===== config.mk =====
export PLATFORM = sky130hd
export DESIGN_NAME = card_game_ctrl_flat
export DESIGN_NICKNAME = d
export VERILOG_FILES = /design/src/rtl/card_game_pkg.sv /design/src/rtl/card_game_if.sv /design/src/rtl/card_cursor.sv /design/src/rtl/card_game_ctrl.sv /design/src/flat_wrapper.sv
export SDC_FILE = /design/constraint.sdc
export NUM_CORES = 1
export LEC_CHECK = 0
export CAP_MARGIN = 20
export CORE_ASPECT_RATIO = 0.9
export CORE_MARGIN = 2
export CORE_UTILIZATION = 48
export DETAILED_ROUTE_END_ITERATION = 12
export PLACE_DENSITY = 0.74
export SLEW_MARGIN = 20
export SYNTH_ARGS = -nofsm -noshare
export SYNTH_HDL_FRONTEND = slang
export SYNTH_SLANG_ARGS = --single-unit

===== constraint.sdc =====
create_clock -name clk -period 2.3 [get_ports clk]
set_input_delay 0.575 -clock clk [delete_from_list [all_inputs] [get_ports clk]]
set_output_delay 0.575 -clock clk [all_outputs]
set_load 0.1 [all_outputs]

===== src/rtl/card_game_pkg.sv =====
`default_nettype none
// ============================================================================
//  Module      : card_game_pkg
//  Description : Shared types and constants for the 4x4 card-matching game.
//                Holds the game state encoding, the base card layout and the
//                helper that maps a board position to its card value under
//                the per-game seed.
//  Revision    : 1.0 - initial release
// ============================================================================
package card_game_pkg;

    localparam int unsigned GRID      = 4;
    localparam int unsigned NUM_POS   = GRID * GRID;
    localparam int unsigned NUM_PAIRS = 8;

    typedef logic [2:0] card_val_t;
    typedef logic [3:0] pos_t;

    typedef enum logic [2:0] {
        IDLE  = 3'd0,
        PICK1 = 3'd1,
        PICK2 = 3'd2,
        SHOW  = 3'd3,
        WIN   = 3'd4
    } state_e;

    // Base layout. Each value 0..7 appears exactly twice.
    localparam card_val_t LAYOUT [NUM_POS] = '{
        3'd3, 3'd5, 3'd0, 3'd7,
        3'd1, 3'd6, 3'd2, 3'd4,
        3'd6, 3'd0, 3'd4, 3'd1,
        3'd7, 3'd3, 3'd5, 3'd2
    };

    // XOR with the seed permutes positions, so the value multiset is kept.
    function automatic card_val_t card_value(input pos_t pos, input pos_t seed);
        return LAYOUT[pos ^ seed];
    endfunction

endpackage
`default_nettype wire


===== src/rtl/card_game_if.sv =====
`default_nettype none
// ============================================================================
//  Module      : card_game_if
//  Description : Bundle between button/frame logic plus renderers (master)
//                and the game controller (slave).
//                master drives : frame_tick, btn_up/down/left/right/sel, qpos
//                slave drives  : qval, cursor, face_up, matched, pairs,
//                                misses, playing, win
//  Revision    : 1.0 - initial release
// ============================================================================
interface card_game_if;
    import card_game_pkg::*;

    logic                 frame_tick;
    logic                 btn_up;
    logic                 btn_down;
    logic                 btn_left;
    logic                 btn_right;
    logic                 btn_sel;
    pos_t                 qpos;
    card_val_t            qval;
    pos_t                 cursor;
    logic [NUM_POS-1:0]   face_up;
    logic [NUM_POS-1:0]   matched;
    logic [3:0]           pairs;
    logic [7:0]           misses;
    logic                 playing;
    logic                 win;

    modport master (
        output frame_tick, btn_up, btn_down, btn_left, btn_right, btn_sel, qpos,
        input  qval, cursor, face_up, matched, pairs, misses, playing, win
    );

    modport slave (
        input  frame_tick, btn_up, btn_down, btn_left, btn_right, btn_sel, qpos,
        output qval, cursor, face_up, matched, pairs, misses, playing, win
    );

endinterface
`default_nettype wire


===== src/rtl/card_cursor.sv =====
`default_nettype none
// ============================================================================
//  Module      : card_cursor
//  Description : Board cursor register with row/column wrap-around.
//                Ports:
//                  clk, rst_n  - clock, synchronous active-low reset
//                  clr_i       - return cursor to position 0
//                  en_i        - allow movement this cycle
//                  up_i/down_i/left_i/right_i - direction pulses,
//                                priority up > down > left > right
//                  cursor_o    - {row[1:0], col[1:0]}
//  Revision    : 1.0 - initial release
// ============================================================================
module card_cursor
    import card_game_pkg::*;
(
    input  wire logic clk,
    input  wire logic rst_n,
    input  wire logic clr_i,
    input  wire logic en_i,
    input  wire logic up_i,
    input  wire logic down_i,
    input  wire logic left_i,
    input  wire logic right_i,
    output pos_t      cursor_o
);

    localparam int unsigned        c_rc_w = $clog2(GRID);
    localparam logic [c_rc_w-1:0]  c_step = 1;

    logic [c_rc_w-1:0] row_q, row_d;
    logic [c_rc_w-1:0] col_q, col_d;

    // GRID is a power of two, so plain modular add/subtract gives the wrap.
    always_comb begin
        row_d = row_q;
        col_d = col_q;
        if (clr_i) begin
            row_d = '0;
            col_d = '0;
        end else if (en_i) begin
            if (up_i) begin
                row_d = row_q - c_step;
            end else if (down_i) begin
                row_d = row_q + c_step;
            end else if (left_i) begin
                col_d = col_q - c_step;
            end else if (right_i) begin
                col_d = col_q + c_step;
            end
        end
    end

    always_ff @(posedge clk) begin
        if (!rst_n) begin
            row_q <= '0;
            col_q <= '0;
        end else begin
            row_q <= row_d;
            col_q <= col_d;
        end
    end

    assign cursor_o = {row_q, col_q};

endmodule
`default_nettype wire


===== src/rtl/card_game_ctrl.sv =====
`default_nettype none
// ============================================================================
//  Module      : card_game_ctrl
//  Description : Turn sequencer and board-state owner for the 4x4 card game.
//                Ports:
//                  clk    - system/pixel clock
//                  rst_n  - synchronous active-low reset
//                  bus    - card_game_if.slave: buttons, frame tick and
//                           renderer query in; qval, cursor, masks,
//                           counters and playing/win flags out
//                Parameter SHOW_FRAMES (1..255): frame ticks a revealed
//                pair stays visible before it is resolved.
//                Build option CARD_GAME_MISS_CNT_EN: when defined, a
//                saturating 8-bit miss counter is built; otherwise misses
//                reads as 0.
//  Revision    : 1.0 - initial release
// ============================================================================
module card_game_ctrl
    import card_game_pkg::*;
#(
    parameter int unsigned SHOW_FRAMES = 60
)
(
    input  wire logic  clk,
    input  wire logic  rst_n,
    card_game_if.slave bus
);

    localparam logic [7:0] c_show_frames = 8'(SHOW_FRAMES);
    localparam logic [3:0] c_last_pair   = 4'(NUM_PAIRS - 1);

    state_e               state_q, state_d;
    pos_t                 seed_cnt_q;
    pos_t                 seed_q, seed_d;
    pos_t                 first_q, first_d;
    pos_t                 second_q, second_d;
    logic [7:0]           fcnt_q, fcnt_d;
    logic [NUM_POS-1:0]   face_up_q, face_up_d;
    logic [NUM_POS-1:0]   matched_q, matched_d;
    logic [3:0]           pairs_q, pairs_d;
    card_val_t            qval_q;
    logic                 playing_q;
    logic                 win_q;

    pos_t                 w_cursor;
    logic                 w_selectable;
    logic                 w_pair_equal;
    logic [7:0]           w_fcnt_inc;
    logic                 w_miss_inc;
    logic                 w_miss_clr;
    logic                 w_cur_en;
    logic                 w_cur_clr;

    // ------------------------------------------------------------------
    // Cursor. A select has priority over any direction pressed with it,
    // so movement is suppressed whenever btn_sel is high.
    // ------------------------------------------------------------------
    assign w_cur_en  = ((state_q == PICK1) || (state_q == PICK2)) && !bus.btn_sel;
    assign w_cur_clr = (state_q == WIN) && bus.btn_sel;

    card_cursor u_cursor (
        .clk      (clk),
        .rst_n    (rst_n),
        .clr_i    (w_cur_clr),
        .en_i     (w_cur_en),
        .up_i     (bus.btn_up),
        .down_i   (bus.btn_down),
        .left_i   (bus.btn_left),
        .right_i  (bus.btn_right),
        .cursor_o (w_cursor)
    );

    assign w_selectable = !face_up_q[w_cursor] && !matched_q[w_cursor];
    assign w_pair_equal = (card_value(first_q, seed_q) == card_value(second_q, seed_q));
    assign w_fcnt_inc   = fcnt_q + 8'd1;

    // ------------------------------------------------------------------
    // Next-state logic
    // ------------------------------------------------------------------
    always_comb begin
        state_d    = state_q;
        seed_d     = seed_q;
        first_d    = first_q;
        second_d   = second_q;
        fcnt_d     = fcnt_q;
        face_up_d  = face_up_q;
        matched_d  = matched_q;
        pairs_d    = pairs_q;
        w_miss_inc = 1'b0;
        w_miss_clr = 1'b0;

        unique case (state_q)
            IDLE: begin
                if (bus.btn_sel) begin
                    seed_d  = seed_cnt_q;
                    state_d = PICK1;
                end
            end

            PICK1: begin
                if (bus.btn_sel && w_selectable) begin
                    face_up_d[w_cursor] = 1'b1;
                    first_d             = w_cursor;
                    state_d             = PICK2;
                end
            end

            PICK2: begin
                // Re-selecting the first card fails w_selectable because
                // it is already face up.
                if (bus.btn_sel && w_selectable) begin
                    face_up_d[w_cursor] = 1'b1;
                    second_d            = w_cursor;
                    fcnt_d              = '0;
                    state_d             = SHOW;
                end
            end

            SHOW: begin
                if (bus.frame_tick) begin
                    fcnt_d = w_fcnt_inc;
                    if (w_fcnt_inc == c_show_frames) begin
                        face_up_d[first_q]  = 1'b0;
                        face_up_d[second_q] = 1'b0;
                        if (w_pair_equal) begin
                            matched_d[first_q]  = 1'b1;
                            matched_d[second_q] = 1'b1;
                            pairs_d             = pairs_q + 4'd1;
                            state_d = (pairs_q == c_last_pair) ? WIN : PICK1;
                        end else begin
                            w_miss_inc = 1'b1;
                            state_d    = PICK1;
                        end
                    end
                end
            end

            WIN: begin
                if (bus.btn_sel) begin
                    face_up_d  = '0;
                    matched_d  = '0;
                    pairs_d    = '0;
                    w_miss_clr = 1'b1;
                    state_d    = IDLE;
                end
            end

            default: begin
                state_d = IDLE;
            end
        endcase
    end

    // ------------------------------------------------------------------
    // State and board registers. playing/win are registered from the
    // next state so they change on the same edge as the state itself.
    // ------------------------------------------------------------------
    always_ff @(posedge clk) begin
        if (!rst_n) begin
            state_q    <= IDLE;
            seed_cnt_q <= '0;
            seed_q     <= '0;
            first_q    <= '0;
            second_q   <= '0;
            fcnt_q     <= '0;
            face_up_q  <= '0;
            matched_q  <= '0;
            pairs_q    <= '0;
            qval_q     <= '0;
            playing_q  <= 1'b0;
            win_q      <= 1'b0;
        end else begin
            state_q    <= state_d;
            seed_cnt_q <= seed_cnt_q + 4'd1;
            seed_q     <= seed_d;
            first_q    <= first_d;
            second_q   <= second_d;
            fcnt_q     <= fcnt_d;
            face_up_q  <= face_up_d;
            matched_q  <= matched_d;
            pairs_q    <= pairs_d;
            qval_q     <= card_value(bus.qpos, seed_q);
            playing_q  <= (state_d == PICK1) || (state_d == PICK2) || (state_d == SHOW);
            win_q      <= (state_d == WIN);
        end
    end

    // ------------------------------------------------------------------
    // Miss counter
    // ------------------------------------------------------------------
`ifdef CARD_GAME_MISS_CNT_EN
    logic [7:0] misses_q;

    always_ff @(posedge clk) begin
        if (!rst_n) begin
            misses_q <= '0;
        end else if (w_miss_clr) begin
            misses_q <= '0;
        end else if (w_miss_inc && (misses_q != 8'hFF)) begin
            misses_q <= misses_q + 8'd1;
        end
    end

    assign bus.misses = misses_q;
`else
    logic w_unused_miss;
    assign w_unused_miss = w_miss_inc | w_miss_clr;
    assign bus.misses    = '0;
`endif

    // ------------------------------------------------------------------
    // Outputs
    // ------------------------------------------------------------------
    assign bus.qval    = qval_q;
    assign bus.cursor  = w_cursor;
    assign bus.face_up = face_up_q;
    assign bus.matched = matched_q;
    assign bus.pairs   = pairs_q;
    assign bus.playing = playing_q;
    assign bus.win     = win_q;

endmodule
`default_nettype wire


===== src/flat_wrapper.sv =====
// flat-port wrapper written by rule: the top's interface ports become plain ports
module card_game_ctrl_flat import card_game_pkg::*;
#(
    parameter int unsigned SHOW_FRAMES = 60
)
  (clk, rst_n, bus_frame_tick, bus_btn_up, bus_btn_down, bus_btn_left, bus_btn_right, bus_btn_sel, bus_qpos, bus_qval, bus_cursor, bus_face_up, bus_matched, bus_pairs, bus_misses, bus_playing, bus_win);
  card_game_if bus_i ();
  input  wire logic clk;
  input  wire logic rst_n;
  input wire logic [$bits(bus_i.frame_tick)-1:0] bus_frame_tick;
  input wire logic [$bits(bus_i.btn_up)-1:0] bus_btn_up;
  input wire logic [$bits(bus_i.btn_down)-1:0] bus_btn_down;
  input wire logic [$bits(bus_i.btn_left)-1:0] bus_btn_left;
  input wire logic [$bits(bus_i.btn_right)-1:0] bus_btn_right;
  input wire logic [$bits(bus_i.btn_sel)-1:0] bus_btn_sel;
  input wire logic [$bits(bus_i.qpos)-1:0] bus_qpos;
  output wire logic [$bits(bus_i.qval)-1:0] bus_qval;
  output wire logic [$bits(bus_i.cursor)-1:0] bus_cursor;
  output wire logic [$bits(bus_i.face_up)-1:0] bus_face_up;
  output wire logic [$bits(bus_i.matched)-1:0] bus_matched;
  output wire logic [$bits(bus_i.pairs)-1:0] bus_pairs;
  output wire logic [$bits(bus_i.misses)-1:0] bus_misses;
  output wire logic [$bits(bus_i.playing)-1:0] bus_playing;
  output wire logic [$bits(bus_i.win)-1:0] bus_win;
  assign bus_i.frame_tick = bus_frame_tick;
  assign bus_i.btn_up = bus_btn_up;
  assign bus_i.btn_down = bus_btn_down;
  assign bus_i.btn_left = bus_btn_left;
  assign bus_i.btn_right = bus_btn_right;
  assign bus_i.btn_sel = bus_btn_sel;
  assign bus_i.qpos = bus_qpos;
  assign bus_qval = bus_i.qval;
  assign bus_cursor = bus_i.cursor;
  assign bus_face_up = bus_i.face_up;
  assign bus_matched = bus_i.matched;
  assign bus_pairs = bus_i.pairs;
  assign bus_misses = bus_i.misses;
  assign bus_playing = bus_i.playing;
  assign bus_win = bus_i.win;
  card_game_ctrl #(.SHOW_FRAMES(SHOW_FRAMES)) u_core (.clk(clk), .rst_n(rst_n), .bus(bus_i));
endmodule

==> qor.yml <==
run_status:
  outcome: "complete, but fails checks"
  violations: "setup timing"
job:
  cap_viol_max_count: 0
clock_network:
  cts_hold_buf: 0
  cts_tree: "done"
  cts_htree_levels: 3
  numCtsBuffers: 9
  clock-sinks: 72
  clk_latency_ns: 0.36
  clk_pin_slew_ns: 0.08
  root_buffer: "clkbuf_8"
  cts_buffer_depth: 2
drt:
  vias_per_cell: 5.79
  dr.first_iter.drc_count: 234
  wirelength_um: 10700
  drc: 0
  wl_per_cell_um: 16.8
  vias: 3691
  first_pass_iters: 5
  drtAntennaViolNets: 0
final_layout:
  n_antenna_cell: 0
  mostFrequentLayoutCell: "buf_4"
  regArea_um2: 1530
  final_cell_mix: "81 x buf_4, 64 x nor2_1, 42 x nand2_1"
  multi_input_area_um2: 2470
  drive_gt1_share_pct: 37.7
  nFillCells: 596
  final_net_count: 555
  area_growth_pct: 33.1
  fin_util_pct: 64.8
synth:
  yosys_warnings: 0
  syn_avg_cell_area_um2: 8.59
  synth-compound-area-share_pct: 15.6
  synth_mux_area_share_pct: 7.52
  seq_area_frac_synth_pct: 37.2
  synth_edf_count: 0
  synth_cells: 451
  synth_top_area_share_pct: 37.2
  yosys_most_used_dff: "dfxtp_1"
  synth_xor_area_share_pct: 7.20
  post-synth-top-area-cell: "dfxtp_1"
  syn_area_um2: 3870
  synth-simple-area-share_pct: 23.9
  synth_fa_ha_area_share_pct: 3.23
  ys_types: 58
  synthArstFlopShare_pct: 0
  synth_top_family_by_area: "simple AND/OR/NAND/NOR gates"
  synth_area_leaders: "dfxtp_1 37%, nor2_1 6.2%, mux2i_1 4.9%, nand2_1 4.1%, xnor2_1 3.8%"
  yosys_register_bits: 72
power_and_ir_drop:
  leakage_nw: 2.03
  vdd_drop_max_mv: 0.287
  total_power_w: 0.00289
  pwr_density_cell_nw_per_um2: 561
hold_path:
  min_path_type: "flip-flop to flip-flop"
  hold_start: "u_core.fcnt_q[7]"
  hold_depth: 1
  hold_end: "u_core.fcnt_q[7]"
floorplan:
  die_width_um: 98.7
  rows: 31
  initial_core_util_pct: 48.7
  io_pins: 65
  core_um2: 7950
  die_y_um: 89.2
  dieArea_um2: 8810
sta:
  hold_viol: 0
  rsz0062_at_grt: "yes"
  tightest_slew_ns: 0.514
  drv_slew: 0
  setup-tns-final_ns: -1.19
  post-route-period-util_pct: 104
  setup_viol: 19
  slew_headroom_pct: 65.5
  fmax_mhz: 419
  finClkSkew_ns: 0.0105
  finalCriticalPeriod_ns: 2.39
  fin_ws_ns: -0.0880
global_routing:
  grt_pass1_wl_um: 17000
  grt-ovfl-total: 0
  grt_pass1_vias: 3473
  grt_max_degree: 22
  antenna_found_initial: 0
  grt_usage_pct: 24.4
worst_setup_path:
  required_ns: 2.55
  r2r_setup_slack_ns: -0.09
  ff2ff_path_depth: 12
  end_kind: "flip-flop"
  r2r_start: "u_core.first_q[1]"
  rr_endpoint: "u_core.bus.matched[5]"
  crit_type: "flip-flop to flip-flop"
  start_kind: "flip-flop"
  cp.arrival_ns: 2.64
  crit_fanout: 8
placed_design:
  gp_congestion: 0.918
  dpl_worst_slack_ns: -0.0606
  hpwl_um: 7500
  io_buffer_count: 56
==> report_power, final <==
part / internal (W) / switching (W)
logic: 0.000202 / 0.000370
clock network: 0.000507 / 0.000512
registers: 0.00126 / 0.0000400
==> cell usage after synthesis (2+ instances only) <==
cell / instances
dfxtp_1: 72
nor2_1: 64
nand2_1: 42
a21oi_1: 25
mux2i_1: 19
o21ai_0: 17
xnor2_1: 17
clkbuf_1: 16
o22ai_1: 16
nand2b_1: 15
xor2_1: 13
nand3_1: 11
ha_1: 10
a31oi_1: 9
buf_4: 9
a32o_1: 8
nor3_1: 8
inv_1: 7
buf_2: 5
nand3b_1: 5
nor2b_1: 5
o21a_1: 5
or2_2: 5
a31o_2: 3
mux2_2: 3
mux4_2: 3
nand4_1: 3
nor3b_1: 3
clkbuf_2: 2
nor4b_2: 2
or3_1: 2
==> state kept, by name, summed over array words and instances (netlist names) <==
register and flops:
u_core.bus.playing 1, u_core.bus.matched 16, u_core.bus.face_up 16, u_core.fcnt_q 8, u_core.second_q 4, u_core.u_cursor.col_q 2
u_core.first_q 4, u_core.bus.win 1, u_core.seed_q 4, u_core.bus.qval 3, u_core.state_q 3, u_core.bus.pairs 4
u_core.seed_cnt_q 4, u_core.u_cursor.row_q 2
==> timing repair <==
item                                    4_1_cts  5_1_grt
resized for setup                            32       21
buffers inserted                              6        1
endpoints found under the setup margin       19       39
cloned                                        1        0
pin swaps                                     8        7
==> critical path, stage by stage, from the launching register on <==
cell      delay, ns
dfxtp_4        0.36
buf_6          0.12
xor2_2         0.14
ha_1           0.28
inv_1          0.04
mux2i_1        0.19
mux2i_2        0.14
xnor2_2        0.25
and4bb_4       0.30
buf_12         0.13
buf_12         0.14
a21oi_1        0.13
nor2_1         0.05
==> worst max-delay path by stage <==
stage | startpoint | endpoint | slack (ns) | depth (start not counted)
after global placement | bus_frame_tick | u_core.bus.pairs[2] | 0.02 | 6
after detailed placement | u_core.seed_q[0] | u_core.bus.matched[11] | -0.06 | 9
after CTS | u_core.first_q[1] | u_core.bus.pairs[3] | -0.02 | 12
after floorplan | u_core.bus.face_up[4] | u_core.fcnt_q[0] | 0.0004 | 8
after global routing | u_core.first_q[1] | u_core.bus.matched[15] | -0.17 | 12
final | u_core.first_q[1] | u_core.bus.matched[5] | -0.09 | 12
==> final cells by class <==
type,instances,share of cell area [%]
multi-input combinational,345,47.8
sequential,72,29.7
timing repair buffer,98,15.7
clock buffer,10,2.48
tap,99,2.40
clock inverter,6,1.36
inverter,7,0.510
==> layer usage <==
metal	track usage (%)	vias up	wire length, um
li1	-	1731	-
met1	33.0	1770	4820
met2	38.7	163	4860
met3	4.85	27	782
met4	10.2	0	255
met5	0	-	0
==> logic make-up after synthesis <==
kind of cell,count (synthesis)
XOR/XNOR,31
other,1
AND/OR/NAND/NOR,179
AO/OA/AOI/OAI,92
buffers and inverters,41
multiplexers,25
adder cells (fa/ha/maj),10
flip-flops,72
==> metrics by stage <==
stage | cells | area (um^2) | hold WS, ns
floorplan | 458 | 3970 | 0.423
global placement | 616 | 4660 | 0.439
detailed placement | 616 | 4660 | 0.453
CTS | 638 | 5070 | 0.464
global route | 637 | 5160 | 0.476
finish | 637 | 5160 | 0.469
Note: power is estimated with default switching activity, not from simulation.
